$ cat src/rtl/data_memory_mapped_io.sv
// Memory-mapped I/O front end: decodes an I/O register window, passes all other accesses to data memory.
// Latency: one cycle for both I/O and memory loads. Backpressure: none, one access is accepted every cycle.
module data_memory_mapped_io #(
   parameter int unsigned           DATA_WIDTH  = 16,
   parameter int unsigned           ADDR_WIDTH  = 16,
   parameter logic [ADDR_WIDTH-1:0] IO_BASE     = 16'hFFF0,
   parameter int unsigned           IO_WORDS    = 8,
   parameter int unsigned           SYNC_STAGES = 2
) (
   input  logic                  clock,
   input  logic                  reset,
   input  logic [ADDR_WIDTH-1:0] address,
   input  logic [DATA_WIDTH-1:0] write_data,
   input  logic                  write_enable,
   output logic [DATA_WIDTH-1:0] read_data,
   input  logic [DATA_WIDTH-1:0] switches,
   output logic [DATA_WIDTH-1:0] leds,
   output logic                  irq,
   output logic [ADDR_WIDTH-1:0] mem_address,
   output logic [DATA_WIDTH-1:0] mem_write_data,
   output logic                  mem_write_enable,
   input  logic [DATA_WIDTH-1:0] mem_read_data
);

   localparam int unsigned OFF_W      = (IO_WORDS > 1) ? $clog2(IO_WORDS) : 1;
   localparam int unsigned SUP_CYCLES = SYNC_STAGES + 1;
   localparam int unsigned SUP_W      = $clog2(SUP_CYCLES + 1);

   // One extra address bit so the window end may sit just past the top of the address space.
   localparam logic [ADDR_WIDTH:0] IO_LO = {1'b0, IO_BASE};
   localparam logic [ADDR_WIDTH:0] IO_HI = IO_LO + (ADDR_WIDTH + 1)'(IO_WORDS);

   localparam logic [OFF_W-1:0] OFF_SW     = OFF_W'(0);
   localparam logic [OFF_W-1:0] OFF_LED    = OFF_W'(1);
   localparam logic [OFF_W-1:0] OFF_EDGE   = OFF_W'(2);
   localparam logic [OFF_W-1:0] OFF_TIMER  = OFF_W'(3);
   localparam logic [OFF_W-1:0] OFF_CMP    = OFF_W'(4);
   localparam logic [OFF_W-1:0] OFF_STATUS = OFF_W'(5);

   typedef struct packed {
      logic irq_en;
      logic match;
   } status_t;

   // ---------------------------------------------------------------- decode
   logic [ADDR_WIDTH:0] addr_ext;
   logic                io_hit;
   logic [OFF_W-1:0]    offset;
   logic                io_wr;
   logic                wr_led, wr_edge, wr_timer, wr_cmp, wr_status;

   assign addr_ext  = {1'b0, address};
   assign io_hit    = (addr_ext >= IO_LO) && (addr_ext < IO_HI);
   assign offset    = OFF_W'(address - IO_BASE);
   assign io_wr     = write_enable && io_hit;
   assign wr_led    = io_wr && (offset == OFF_LED);
   assign wr_edge   = io_wr && (offset == OFF_EDGE);
   assign wr_timer  = io_wr && (offset == OFF_TIMER);
   assign wr_cmp    = io_wr && (offset == OFF_CMP);
   assign wr_status = io_wr && (offset == OFF_STATUS);

   assign mem_address      = address;
   assign mem_write_data   = write_data;
   assign mem_write_enable = write_enable && !io_hit;

   // ---------------------------------------------------------------- switch synchroniser
   logic [DATA_WIDTH-1:0] sync_q [SYNC_STAGES];
   logic [DATA_WIDTH-1:0] sw_s;
   logic [DATA_WIDTH-1:0] sw_prev_q;

   assign sw_s = sync_q[SYNC_STAGES-1];

   always_ff @(posedge clock) begin
      if (reset) begin
         for (int i = 0; i < SYNC_STAGES; i++) begin
            sync_q[i] <= '0;
         end
         sw_prev_q <= '0;
      end else begin
         sync_q[0] <= switches;
         for (int i = 1; i < SYNC_STAGES; i++) begin
            sync_q[i] <= sync_q[i-1];
         end
         sw_prev_q <= sw_s;
      end
   end

   // Hold EDGE while the chain refills after reset, so levels already high do not look like edges.
   logic [SUP_W-1:0] sup_cnt_q;
   logic             edge_en;

   assign edge_en = (sup_cnt_q == '0);

   always_ff @(posedge clock) begin
      if (reset) begin
         sup_cnt_q <= SUP_W'(SUP_CYCLES);
      end else if (!edge_en) begin
         sup_cnt_q <= sup_cnt_q - SUP_W'(1);
      end
   end

   // ---------------------------------------------------------------- registers
   logic [DATA_WIDTH-1:0] leds_q;
   logic [DATA_WIDTH-1:0] edge_q, edge_d, edge_clr, edge_rise;
   logic [DATA_WIDTH-1:0] timer_q, timer_d;
   logic [DATA_WIDTH-1:0] cmp_q, cmp_d;
   status_t               status_q, status_d;

   assign edge_rise = sw_s & ~sw_prev_q;
   assign edge_clr  = wr_edge ? write_data : '0;
   assign edge_d    = (edge_q & ~edge_clr) | edge_rise;

   assign timer_d = wr_timer ? write_data : timer_q + DATA_WIDTH'(1);
   assign cmp_d   = wr_cmp ? write_data : cmp_q;

   // Match compares the post-update timer and compare values; a new match beats a same-cycle clear.
   always_comb begin
      status_d = status_q;
      if (wr_status) begin
         status_d.irq_en = write_data[1];
         if (write_data[0]) begin
            status_d.match = 1'b0;
         end
      end
      if (timer_d == cmp_d) begin
         status_d.match = 1'b1;
      end
   end

   always_ff @(posedge clock) begin
      if (reset) begin
         leds_q   <= '0;
         edge_q   <= '0;
         timer_q  <= '0;
         cmp_q    <= '0;
         status_q <= '0;
      end else begin
         if (wr_led) begin
            leds_q <= write_data;
         end
         if (edge_en) begin
            edge_q <= edge_d;
         end
         timer_q  <= timer_d;
         cmp_q    <= cmp_d;
         status_q <= status_d;
      end
   end

   assign leds = leds_q;
   assign irq  = status_q.match && status_q.irq_en;

   // ---------------------------------------------------------------- read path
   logic [DATA_WIDTH-1:0] io_rdata_d, io_rdata_q;
   logic                  io_sel_q;

   always_comb begin
      io_rdata_d = '0;
      case (offset)
         OFF_SW:     io_rdata_d = sw_s;
         OFF_LED:    io_rdata_d = leds_q;
         OFF_EDGE:   io_rdata_d = edge_q;
         OFF_TIMER:  io_rdata_d = timer_q;
         OFF_CMP:    io_rdata_d = cmp_q;
         OFF_STATUS: begin
            io_rdata_d[1] = status_q.irq_en;
            io_rdata_d[0] = status_q.match;
         end
         default:    io_rdata_d = '0;
      endcase
   end

   always_ff @(posedge clock) begin
      if (reset) begin
         io_sel_q   <= 1'b0;
         io_rdata_q <= '0;
      end else begin
         io_sel_q   <= io_hit;
         io_rdata_q <= io_rdata_d;
      end
   end

   // Memory supplies its own registered data, so only a mux is needed to match I/O latency.
   assign read_data = io_sel_q ? io_rdata_q : mem_read_data;

endmodule

$ cat config.mk
export PLATFORM = sky130hd
export DESIGN_NAME = data_memory_mapped_io
export DESIGN_NICKNAME = d
export VERILOG_FILES = /design/src/rtl/data_memory_mapped_io.sv
export SDC_FILE = /design/constraint.sdc
export NUM_CORES = 1
export LEC_CHECK = 0
export ABC_AREA = 0
export ABC_CLOCK_PERIOD_IN_PS = 3500
export BUFFER_PORTS_ARGS = -buffer_cell sky130_fd_sc_hd__buf_2
export CORE_MARGIN = 10
export CORE_UTILIZATION = 59
export CTS_CLUSTER_SIZE = 28
export DETAILED_ROUTE_END_ITERATION = 8
export MAX_ROUTING_LAYER = met4
export PLACE_DENSITY = 0.85
export SYNTH_ARGS = -nofsm -noshare
export SYNTH_HDL_FRONTEND = slang
export SYNTH_SLANG_ARGS = --single-unit
$ cat constraint.sdc
create_clock -name clock -period 3.5 [get_ports clock]
set_input_delay 0.175 -clock clock [delete_from_list [all_inputs] [get_ports clock]]
set_output_delay 0.175 -clock clock [all_outputs]
set_load 0.05 [all_outputs]
; Word-level counts from Yosys, hierarchy flattened
; Memories as Yosys holds them, arrays and structs flattened.
; Index checks and enable logic that the tools add are counted.
[op_classes]
n_reduce_logical = 15
eq_ne = 6
bitwise_logic = 7
n_lt_le_gt_ge = 2
muxes = 14
add_sub_neg = 3
[op_table]
columns = op, n
row1 = 2-to-1 mux 16 bit, 6
row2 = one-hot mux 14 bit (5 select lines), 1
row3 = AND 16 bit, 2
row4 = NOT 16 bit, 2
row5 = adder 16 x 1 -> 16 bit (second input constant), 1
row6 = == test 16 bit, 1
row7 = greater-or-equal comparator 16 bit (second input constant), 1
row8 = less-than comparator 16 bit (second input constant), 1
row9 = OR 16 bit, 1
row10 = one-hot mux 2 bit (6 select lines), 1
row11 = logical AND 1 bit, 9
row12 = == test 3 x 2 -> 1 bit (second input constant), 2
row13 = == test 3 bit (second input constant), 2
row14 = 2-to-1 mux 1 bit, 6
row15 = nonzero test 2 bit, 2
row16 = == test 3 x 1 -> 1 bit (second input constant), 1
row17 = logical NOT 3 bit, 1
row18 = subtractor 3 x 1 -> 3 bit (second input constant), 1
row19 = logical NOT 2 bit, 1
row20 = OR 1 bit, 2
row21 = AND reduction 2 bit, 1
row22 = subtractor 2 x 1 -> 2 bit (second input constant), 1
row23 = logical NOT 1 bit, 1
[word_totals]
ramBits = 32
register_bits = 101
output_inout_bits = 66
elab_cells = 58
in_bits = 67
memories = 1
[memory_table]
columns = memory, depth, width, rd, rd_ports_with_merged_regs, write_ports, line
row1 = sync_q, 2, 16, 2, 0, 2, 67  ; logic [DATA_WIDTH-1:0] sync_q [SYNC_STAGES];

; Longest topological paths before layout
[logic_depth]
depth_word = 8
depth_mapped = 10
ltp_nobuf = 9

; Worst setup path before layout
; No wires, ideal clock.
[synth_path]
kind = input port to flip-flop
start = input address[4]
end = register leds_q[10] (netlist: leds[10])
t_arrival_ns = 1.946
slack_ns = 1.427
cell_stages = 8
t_required_ns = 3.372
setup_time_ns = 0.128
path_buffers = 3
path_cell_list = nand4_1 or4_1 buf_6 or4b_4 buf_6 buf_8 mux2i_1 nor2_1
[synth_between]
elab_chain_cells = 4
elab_cells_between_ends = 5
cone_classes = 2 x order compare / 3 x reduce/logical
[synth_rtl]
columns = item, line
row1 = "start, declared", 12  ; input logic [ADDR_WIDTH-1:0] address,
row2 = greater-or-equal comparator 16 bit or less-than comparator 16 bit (tied branches), 53  ; assign io_hit = (addr_ext >= IO_LO) && (addr_ext < IO_HI);
row3 = logical AND 1 bit *, 53
row4 = logical AND 1 bit *, 55  ; assign io_wr = write_enable && io_hit;
row5 = logical AND 1 bit *, 56  ; assign wr_led = io_wr && (offset == OFF_LED);
row6 = "end signal, assigned", 139  ; leds_q <= write_data;
row7 = "end, declared", 103  ; logic [DATA_WIDTH-1:0] leds_q;
; Every way passes the cells marked *; elsewhere a longest branch is shown, timed or not.
; A chain may end at the register's enable or synchronous reset.

; Worst setup path after layout
[layout_path]
start = register timer_q[5]
end = register status_q[0] (netlist name)
[layout_between]
elab_chain_cells = 5
elab_cells_between_ends = 7
cone_classes = 1 x add/sub / 1 x eq/ne / 2 x mux / 3 x reduce/logical
[layout_rtl]
columns = item, line
row1 = "start, declared", 105  ; logic [DATA_WIDTH-1:0] timer_q, timer_d;
row2 = "start signal, assigned", 144  ; timer_q <= timer_d;
row3 = adder 16 x 1 -> 16 bit *, 113  ; assign timer_d = wr_timer ? write_data : timer_q + DATA_WIDTH'(1);
row4 = 2-to-1 mux 16 bit *, 113
row5 = == test 16 bit *, 125  ; if (timer_d == cmp_d) begin
row6 = nonzero test 2 bit (no line), --
row7 = AND reduction 2 bit (no line), --
row8 = "end signal, assigned", 146  ; status_q <= status_d;
row9 = "end, declared", 107  ; status_t status_q, status_d;
; Marks and branches as above.

==> metrics.sh <==
MULTI_INPUT_AREA_UM2=3206
WORST_EP_ARRIVAL_TIME_NS=3.06
NUM_ROWS=37
CLOCK-SINKS=133
ASYNC_FLOP_SHARE=0
SEQ_POWER_SHARE=0.422
WIRE_LENGTH_OF_THE_FIRST_GLOBAL_ROUTING_PASS_MM=30.10
VDD.IR_DROP.WORST_V=0.0004118
GRT.TOTAL_USAGE=0.2584
DIE_AREA_UM2=15290
SYN-INSTANCE-COUNT=720
WORST_PATH_DOMINANT_CELL_FAMILY='simple AND/OR/NAND/NOR gates'
SEQUENTIAL_CELL_AREA_UM2=2663
YOSYS_REGISTER_BITS=133
SETUP.WORST_PATH.CLASS='reg -> reg'
CPMAXSTAGEDELAYCELL='sky130_fd_sc_hd__dfxtp_1'
HOLD_PATH_CLASS='in -> reg'
GRT_OVERFLOW=0
DIE_W_UM=123.6
CTS_TREE='built'
CLOCK_PATH_BUFFERS=2
SYNTH_AREA_UM2=6337
CRITICAL_PATH.N_BUFFERS_INVERTERS=0
TYPE_OF_ELEMENT_LAUNCHING_THE_CRITICAL_PATH='flop'
WORST-SLEW-PIN-TRANSITION_NS=1.020
SETUP_VIOLATIONS=0
YS_WARN_COUNT=0
ANT_NETS=0
NUMBER_OF_INSERTED_FILLER_CELLS_IN_THE_FINAL_LAYOUT=747
NUMBER_OF_DESIGN_RULE_VIOLATIONS_LEFT_BY_THE_FIRST_DETAILED_ROUTER_ITERATION=589
P_LEAK_uW=0.003294
IO_PINS=133
GRT_MAX_DEGREE=75
INITIAL_CORE_UTIL=0.6084
ROUTED_WIRE_LENGTH_PER_INSTANCE_UM=19.64
YS_SEQ_AREA_FRAC=0.4201
CTS_MADE_BUFFERS=17
CTSROOTBUFFERMASTER='sky130_fd_sc_hd__clkbuf_8'
BUFFER_PORTS.INSERTED=132
CTS_MAX_LEVEL=4
HPWLAFTERDP_MM=13.22
GRT_SETUP_UNREPAIRED='no'
WORSTPATHCELLLIST='nand4_2 > nor3_1 > xnor2_1 > nand4b_1 > a31oi_1 > o2111ai_1 > nor4_1 > a21o_1'
NUMBER_OF_MAX_CAP_VIOLATIONS=0
POWER.SHARE.COMBINATIONAL=0.113
VIA_COUNT_OF_THE_FIRST_GLOBAL_ROUTING_PASS=5827
PATH_MAX_FANOUT=10
GP_CONGESTION=0.9359
EDFF_COUNT_SYNTH=0
FINALWIRELENGTH_MM=19.38
SYNTHFLOPTYPE='sky130_fd_sc_hd__dfxtp_1'
POWER_SWITCHING_SHARE=0.2621
CRIT_PATH_END_KIND='flop'
FMAX_GHz=0.3870
VIAS_PER_CELL=5.836
DRC_ERRORS=0
LAYOUT-DRIVE-GT1-SHARE=0.2562
CRITPATHREQUIREDTIME_NS=3.97
ROUTED-VIA-COUNT=5760
AREAGROWTHSYNTHTOFINISH_PCT=21.72
DETAILED_PLACE.AREA_UM2=6840
POWER_DENSITY_nW_PER_UM2=483.0
DIODE_INSERTION_COUNT_FOR_ANTENNA_REPAIR=0
P_SWITCHING_uW=976.4
PLACEABLECOREAREA_UM2=10420
CP_SLOWEST_STAGE_DELAY_NS=0.48
MAPPEDNETLISTNETS=789
SLEW_HEADROOM=0.3202
FIN_WORST_SKEW_NS=0.006240
DRT-PASS1-ITER-COUNT=6
FINAL.MIN_CLOCK_PERIOD_NS=2.584
SETUP_TNS_NS=0
FINAL_HOLD_VIOL_COUNT=0
HOLD_SLACK_NS=0.03887
SHARE_CLK_OF_TOTAL_POWER=0.465
LAYOUT.CELL_AREA.NON_FILLER_UM2=7714
POSTCTSSETUPBUFFERS=0
DIE_H_UM=123.6
CELL_INTERNAL_PWR_uW=2749
FINAL_NET_COUNT=908
SYNTH_AREA_PER_CELL_UM2=8.802
TIMING.FINAL.MAX_SLEW_VIOLATIONS=0
YOSYSUNIQUECELLTYPES=60
STATUS='complete, no violations'
INSERTION_DELAY_NS=0.52
ANTENNA_FOUND_INITIAL=0
CLKTRANSATPATHREGS_NS=0.06
FINAL_MIN_PERIOD_OVER_CLOCK_PERIOD=0.7383
-- layout by cell type (no fill, tap or decap), types with 26 or more instances in the layout --
cell type / n
sky130_fd_sc_hd__dfxtp_1: 133
sky130_fd_sc_hd__buf_2: 131
sky130_fd_sc_hd__dlygate4sd3_1: 30
sky130_fd_sc_hd__nor2b_1: 54
sky130_fd_sc_hd__a21oi_1: 39
sky130_fd_sc_hd__nor2_1: 91
sky130_fd_sc_hd__a22oi_1: 27
sky130_fd_sc_hd__nand2_1: 73
sky130_fd_sc_hd__mux2_2: 32
sky130_fd_sc_hd__mux2i_1: 26
-- power by group through the flow --
stage / Clock (uW) / Combinational, uW / Sequential, uW
2_1_floorplan: 0 / 288 / 1600
3_3_place_gp: 0 / 379 / 1600
3_5_place_dp: 0 / 389 / 1600
4_1_cts: 1730 / 419 / 1570
5_1_grt: 1800 / 447 / 1570
6_report: 1730 / 422 / 1570
-- worst paths after layout --
| check | to | cells after the start | from | slack, ns |
|---|---|---|---|---|
| hold / removal | leds[11] | 3 | write_data[11] | 0.04 |
| setup / recovery | status_q[0] | 8 | timer_q[5] | 0.92 |
| hold reg to reg | sync_q[0][31] | 1 | sync_q[0][15] | 0.43 |
| setup reg to reg | status_q[0] | 8 | timer_q[5] | 0.92 |
-- kinds of logic after synthesis --
logic type,count (synthesis),synth area share
DFF,133,0.4201
adders and majority gates,2,0.003948
AOI/OAI and AO/OA,134,0.1422
buffers and inverters,85,0.07404
muxes,58,0.09793
and+or+nand+nor,278,0.2182
xor gates and xnor gates,30,0.04363
-- worst reg2reg max path, delay by kind of cell, from the launching register on --
family                    cells  cell delay, ns
and+or+nand+nor               4            1.28
AOI/OAI and AO/OA             3            0.57
DFF                           1            0.48
xor gates and xnor gates      1            0.20
-- registers in the layout, summed over array words and instances (netlist names) --
name and count:
cmp_q 16, edge_q 16, io_rdata_q 16, io_sel_q 1, leds 16, status_q 2
sup_cnt_q 2, sw_prev_q 16, sync_q 32, timer_q 16
-- Yosys cell counts, types with 2 or more instances --
cell,n,share of area
sky130_fd_sc_hd__o22ai_1,17,0.017
sky130_fd_sc_hd__a211oi_1,14,0.017
sky130_fd_sc_hd__o211ai_1,3,0.0036
sky130_fd_sc_hd__nand3_1,8,0.0063
sky130_fd_sc_hd__buf_1,6,0.0036
sky130_fd_sc_hd__inv_1,9,0.0053
sky130_fd_sc_hd__nand2b_1,3,0.0030
sky130_fd_sc_hd__clkbuf_1,32,0.019
sky130_fd_sc_hd__mux2_2,32,0.057
sky130_fd_sc_hd__ha_1,2,0.0039
sky130_fd_sc_hd__xnor2_1,22,0.030
sky130_fd_sc_hd__nor2b_1,54,0.053
sky130_fd_sc_hd__o2111ai_1,2,0.0028
sky130_fd_sc_hd__buf_2,3,0.0024
sky130_fd_sc_hd__dfxtp_1,133,0.42
sky130_fd_sc_hd__and2_1,16,0.016
sky130_fd_sc_hd__xor2_1,7,0.0097
sky130_fd_sc_hd__nand4_2,2,0.0039
sky130_fd_sc_hd__buf_4,32,0.038
sky130_fd_sc_hd__nand4_1,4,0.0039
sky130_fd_sc_hd__nor3_1,3,0.0024
sky130_fd_sc_hd__a31oi_1,3,0.0030
sky130_fd_sc_hd__buf_6,2,0.0036
sky130_fd_sc_hd__nand2_1,73,0.043
sky130_fd_sc_hd__nor4_1,8,0.0079
sky130_fd_sc_hd__a221o_1,2,0.0032
sky130_fd_sc_hd__and3b_1,3,0.0041
sky130_fd_sc_hd__a2bb2oi_1,3,0.0041
sky130_fd_sc_hd__a221oi_1,3,0.0041
sky130_fd_sc_hd__o21bai_1,2,0.0024
sky130_fd_sc_hd__nor2_2,2,0.0020
sky130_fd_sc_hd__a22oi_1,27,0.032
sky130_fd_sc_hd__mux2i_1,26,0.041
sky130_fd_sc_hd__nor2_1,91,0.054
sky130_fd_sc_hd__a21oi_1,39,0.031
sky130_fd_sc_hd__o21ai_0,7,0.0055
sky130_fd_sc_hd__o2bb2ai_1,2,0.0028
-- layer usage --
layer	track usage	up-vias	part of all wire
met5	-	-	0
met4	0.1266	0	0.037
met3	0.05249	65	0.071
met2	0.4424	262	0.51
met1	0.2805	2739	0.38
li1	-	2694	-
-- per-stage QoR --
step | utilization | std cells | worst slack (ns) | total power [uW]
final | 0.7405 | 987 | 0.9158 | 3726
after global routing | 0.7405 | 987 | 0.7109 | 3826
after CTS | 0.7405 | 987 | 0.9698 | 3721
after detailed placement | 0.6567 | 926 | 0.7836 | 1993
after global placement | 0.6567 | 926 | 0.8611 | 1982
after floorplan | - | 720 | 1.427 | 1883
-- layout make-up --
cell class,count,share of cell area
Clock buffer,21,0.05823
Clock inverter,10,0.01606
Inverter,9,0.004380
Multi-Input combinational cell,502,0.4156
Sequential cell,133,0.3452
Tap cell,136,0.02206
Timing Repair Buffer,176,0.1385
-- timing repair --
action,4_1_cts,5_1_grt
hold endpoints to repair,33,0
hold buffers,30,0
gates resized for setup,0,0
(Power assumes the default switching activity.)
